===== src/rtl/voice_scheduler.sv =====
// Buffers one note at a time from song_reader and hands it to a free note_player
// voice chosen by a round-robin search; tracks per-voice busy from done pulses.
module voice_scheduler #(
  parameter int unsigned NUM_VOICES = 3,
  parameter int unsigned NOTE_W     = 6,
  parameter int unsigned DUR_W      = 6
) (
  input  logic                  clk,
  input  logic                  reset_n,
  input  logic                  play,
  input  logic                  flush,
  input  logic                  new_note,
  input  logic [NOTE_W-1:0]     note,
  input  logic [DUR_W-1:0]      duration,
  input  logic [NUM_VOICES-1:0] voice_done,
  output logic [NUM_VOICES-1:0] voice_load,
  output logic [NOTE_W-1:0]     voice_note,
  output logic [DUR_W-1:0]      voice_duration,
  output logic [NUM_VOICES-1:0] busy,
  output logic                  ready,
  output logic                  overflow
);

  localparam int unsigned IDX_W = (NUM_VOICES > 1) ? $clog2(NUM_VOICES) : 1;

  typedef enum logic [1:0] {IDLE, ALLOC, LOAD} state_e;

  state_e                  state_q, state_d;
  logic [IDX_W-1:0]        rr_ptr_q, rr_ptr_d;
  logic [IDX_W-1:0]        idx_q, idx_d;
  logic [NOTE_W-1:0]       pend_note_q, pend_note_d;
  logic [DUR_W-1:0]        pend_dur_q, pend_dur_d;
  logic [NUM_VOICES-1:0]   busy_q, busy_d;
  logic                    overflow_q, overflow_d;

  logic                    found;
  logic [IDX_W-1:0]        free_idx;
  logic [IDX_W-1:0]        cand;
  logic [NUM_VOICES-1:0]   load_vec;

  function automatic logic [IDX_W-1:0] wrap_inc(input logic [IDX_W-1:0] i);
    return (i == IDX_W'(NUM_VOICES - 1)) ? '0 : i + IDX_W'(1);
  endfunction

  // First idle voice at or after rr_ptr, wrapping at NUM_VOICES-1.
  always_comb begin
    found    = 1'b0;
    free_idx = rr_ptr_q;
    cand     = rr_ptr_q;
    for (int unsigned i = 0; i < NUM_VOICES; i++) begin
      if (!found && !busy_q[cand]) begin
        found    = 1'b1;
        free_idx = cand;
      end
      cand = wrap_inc(cand);
    end
  end

  always_comb begin
    load_vec = '0;
    if (state_q == LOAD && play) begin
      load_vec = NUM_VOICES'(1) << idx_q;
    end
  end

  always_comb begin
    state_d     = state_q;
    rr_ptr_d    = rr_ptr_q;
    idx_d       = idx_q;
    pend_note_d = pend_note_q;
    pend_dur_d  = pend_dur_q;
    overflow_d  = overflow_q;
    // A load in the same cycle as done keeps the voice busy.
    busy_d      = (busy_q & ~voice_done) | load_vec;

    if (new_note && state_q != IDLE) begin
      overflow_d = 1'b1;
    end

    case (state_q)
      IDLE: begin
        if (new_note && play && duration != '0) begin
          pend_note_d = note;
          pend_dur_d  = duration;
          state_d     = ALLOC;
        end
      end
      ALLOC: begin
        if (play && found) begin
          idx_d   = free_idx;
          state_d = LOAD;
        end
      end
      LOAD: begin
        if (play) begin
          rr_ptr_d = wrap_inc(idx_q);
          state_d  = IDLE;
        end
      end
      default: state_d = IDLE;
    endcase

    if (flush) begin
      state_d     = IDLE;
      rr_ptr_d    = '0;
      idx_d       = '0;
      pend_note_d = '0;
      pend_dur_d  = '0;
      busy_d      = '0;
      overflow_d  = overflow_q;
    end
  end

  always_ff @(posedge clk or negedge reset_n) begin
    if (!reset_n) begin
      state_q     <= IDLE;
      rr_ptr_q    <= '0;
      idx_q       <= '0;
      pend_note_q <= '0;
      pend_dur_q  <= '0;
      busy_q      <= '0;
      overflow_q  <= 1'b0;
    end else begin
      state_q     <= state_d;
      rr_ptr_q    <= rr_ptr_d;
      idx_q       <= idx_d;
      pend_note_q <= pend_note_d;
      pend_dur_q  <= pend_dur_d;
      busy_q      <= busy_d;
      overflow_q  <= overflow_d;
    end
  end

  assign voice_load     = load_vec;
  assign voice_note     = pend_note_q;
  assign voice_duration = pend_dur_q;
  assign busy           = busy_q;
  assign ready          = (state_q == IDLE);
  assign overflow       = overflow_q;

endmodule


===== config.mk =====
export PLATFORM = sky130hd
export DESIGN_NAME = voice_scheduler
export DESIGN_NICKNAME = d
export VERILOG_FILES = /design/src/rtl/voice_scheduler.sv
export SDC_FILE = /design/constraint.sdc
export NUM_CORES = 1
export LEC_CHECK = 0
export CORE_MARGIN = 3
export CORE_UTILIZATION = 48
export CTS_BUF_LIST = sky130_fd_sc_hd__clkbuf_8
export CTS_CLUSTER_DIAMETER = 80
export DETAILED_ROUTE_END_ITERATION = 16
export GPL_TIMING_DRIVEN = 0
export PLACE_DENSITY = 0.86
export SETUP_SLACK_MARGIN = 0.1
export SYNTH_ARGS = -nofsm -noshare
export SYNTH_HDL_FRONTEND = slang
export SYNTH_SLANG_ARGS = --single-unit

===== constraint.sdc =====
create_clock -name clk -period 4.5 [get_ports clk]
set_input_delay 0.675 -clock clk [delete_from_list [all_inputs] [get_ports clk]]
set_output_delay 0.675 -clock clk [all_outputs]
set_load 0.02 [all_outputs]

==> flow_summary.toml <==
[outcome]
outcome = "finished, final reports clean"

[route]
drtAntennaViolNets = 0
wl_per_cell_microns = 14.45
drc_errors = 0
num_vias = 941
drtIter0Drc = 19
dr.pass1.iters = 4
viasPerCell = 5.347
totalWireLength_microns = 2544

[logic_synthesis]
synth_ff_type = "dfrtp_1"
ys_seq_elements = 22
syn-instance-count = 106
synthArstFlopShare_pct = 100.0
synthesis.nets = 126
syn_area_sq_mm = 0.001050
synth_edf_count = 0
synth_top_area_share_pct = 52.44
synth_warnings = 0
yosysSeqAreaShare_pct = 52.44
synth.largest_area_cell = "dfrtp_1"
syn_area_per_cell_sq_um = 9.903
yosys-top-cells-area = "dfrtp_1 (52%), mux2i_1 (9.5%), nor2_1 (6.4%)"
synth_cell_types = 27

[global_routing]
grt_usage_pct = 20.87
grt_pass1_vias = 910
grt_first_pass_wirelength_microns = 4181
overflow = 0
antenna_found_initial = 0
grt_max_degree = 23

[cells_and_area]
antenna_cells = 0
area_delta_synth_final_pct = 47.20
design_area_sq_mm = 0.001545
fill_cells = 155
final_nets = 170
layout_common_cells = "clkdlybuf4s50_1 (39), dfrtp_1 (22), nor2_1 (18)"
final_common_cell = "clkdlybuf4s50_1"
drive_above_1_share_pct = 5.369

[timing]
clock.fmax_mhz = 317.0
skew_ns = 0.001426
holdWs_ns = 0.4920
period_share_pct = 70.10
period_minus_slack_ns = 3.154
setup_viol = 0
fin_setup_tns_ns = 0
slew_viol_final = 0
slew_headroom_pct = 36.36
hold_viol_final = 0
worstMarginPinSlew_ns = 0.9516
rsz0062_at_grt = "false"

[worst_hold_path]
hold_path_class = "reg2reg"
min-delay-start = "overflow"

[die]
die_width_microns = 52.77
start_util_pct = 51.92
io_pins = 40
coreArea_sq_mm = 0.002022
die_h_microns = 52.77
die-area_sq_mm = 0.002784
rows = 16

[worst_setup_path]
cp.arrival_ns = 2.48
r2r_start = "state_q[0]"
startpoint = "play"
worst-endpoint-required_ns = 3.83
path_cells = "clkdlybuf4s50_1, nand3b_1, or3_1, inv_1, clkdlybuf4s50_1"
cp_slowest_cell = "clkdlybuf4s50_1"
cp-end-kind = "output port"
crit_type = "in2out"
cpPeakStageDelay_ns = 0.60
cp-start-kind = "primary input"
worstPathMaxFanout = 5
crit_top_cell = "clkdlybuf4s50_1"

[place]
io_buffers = 39
place_hpwl_microns = 1824
gp_congestion = 0.7582
dpl_cell_area_sq_mm = 0.001474

[cts]
cts_resized = 0
path_clk_slew_ns = 0.08
post_cts_buffers = 0
hold_buffers = 0
clkLatencyLatePin_ns = 0.26
clock-sinks = 22
numCtsBuffers = 3
root_buffer = "clkbuf_8"
h-tree-depth = 1
cts_buffer_depth = 2
tritoncts = "done"

[power]
irDropWorstVdd_mv = 0.2874
power_density_mw_per_mm2 = 362.1
p_leak_uw = 0.0006403

[run]
max_cap_violations = 0
logic make-up (layout without fill, tap and decap cells):
family	Yosys count	count (layout)	share of synthesized area [%]
and+or+nand+nor	44	44	21.45
DFF	22	22	52.44
AOI/OAI and AO/OA	20	20	11.56
muxes	10	10	9.536
buffers and inverters	9	52	3.933
adders and majority gates	1	1	1.073
through the flow:
stage	utilization, %	power (uW)	setup WS [ns]	cells
final	76.42	559.6	1.346	176
after global routing	76.42	587.5	1.235	176
after CTS	76.42	565.7	1.367	176
after detailed placement	72.90	380.5	1.376	172
after global placement	72.90	376.3	1.396	172
after floorplan	-	311.2	2.503	106
cell usage after synthesis, types with 2 or more instances:
cell type	n
a21oi_1	11
clkbuf_1	2
dfrtp_1	22
inv_1	6
mux2i_1	10
nand2_1	7
nand2b_1	7
nand3b_1	2
nor2_1	18
nor3_1	2
o21ai_0	3
path summary, 6_finish.rpt:
kind / to / slack (ns) / depth (start not counted)
worst min-delay path: overflow / 0.49 / 1
worst max-delay path: voice_load[0] / 1.35 / 5
worst min register to register: overflow / 0.49 / 1
min in group asynchronous: voice_duration[3] / 0.94 / 1
max in group asynchronous: rr_ptr_q[0] / 2.98 / 1
worst max register to register: voice_note[4] / 2.89 / 5
worst max-delay path: cells and delay by family:
kind,cells,cell delay (ns)
buf+inv,3,1.21
simple gates,2,0.60
cell type report:
type | instances | area [sq um] | share of cell area [%]
clock inverter | 1 | 30.03 | 1.943
multi-input combinational | 75 | 457.9 | 29.64
sequential | 22 | 550.5 | 35.63
inverter | 6 | 22.52 | 1.457
timing repair buffer | 39 | 390.4 | 25.26
buffer | 3 | 18.77 | 1.215
tap | 27 | 33.78 | 2.186
clock buffer | 3 | 41.29 | 2.672
state kept, by name, summed over array words and instances (netlist names):
signal,count
idx_q,2
voice_note,6
state_q,2
overflow,1
busy,3
voice_duration,6
rr_ptr_q,2
per-layer routing:
| layer | part of all wire (%) | global-route usage, % | vias to the layer above |
|---|---|---|---|
| met5 | 0 | 0 | - |
| met4 | 2.5 | 8.936 | 0 |
| met3 | 4.8 | 4.843 | 10 |
| met2 | 50 | 34.50 | 38 |
| met1 | 43 | 25.82 | 442 |
| li1 | - | - | 451 |
power breakdown:
part           internal (uW)  switching [uW]
Sequential               215            16.1
Combinational           76.0            69.5
Clock                    119            64.1
Note: power is estimated with default switching activity, not from simulation.
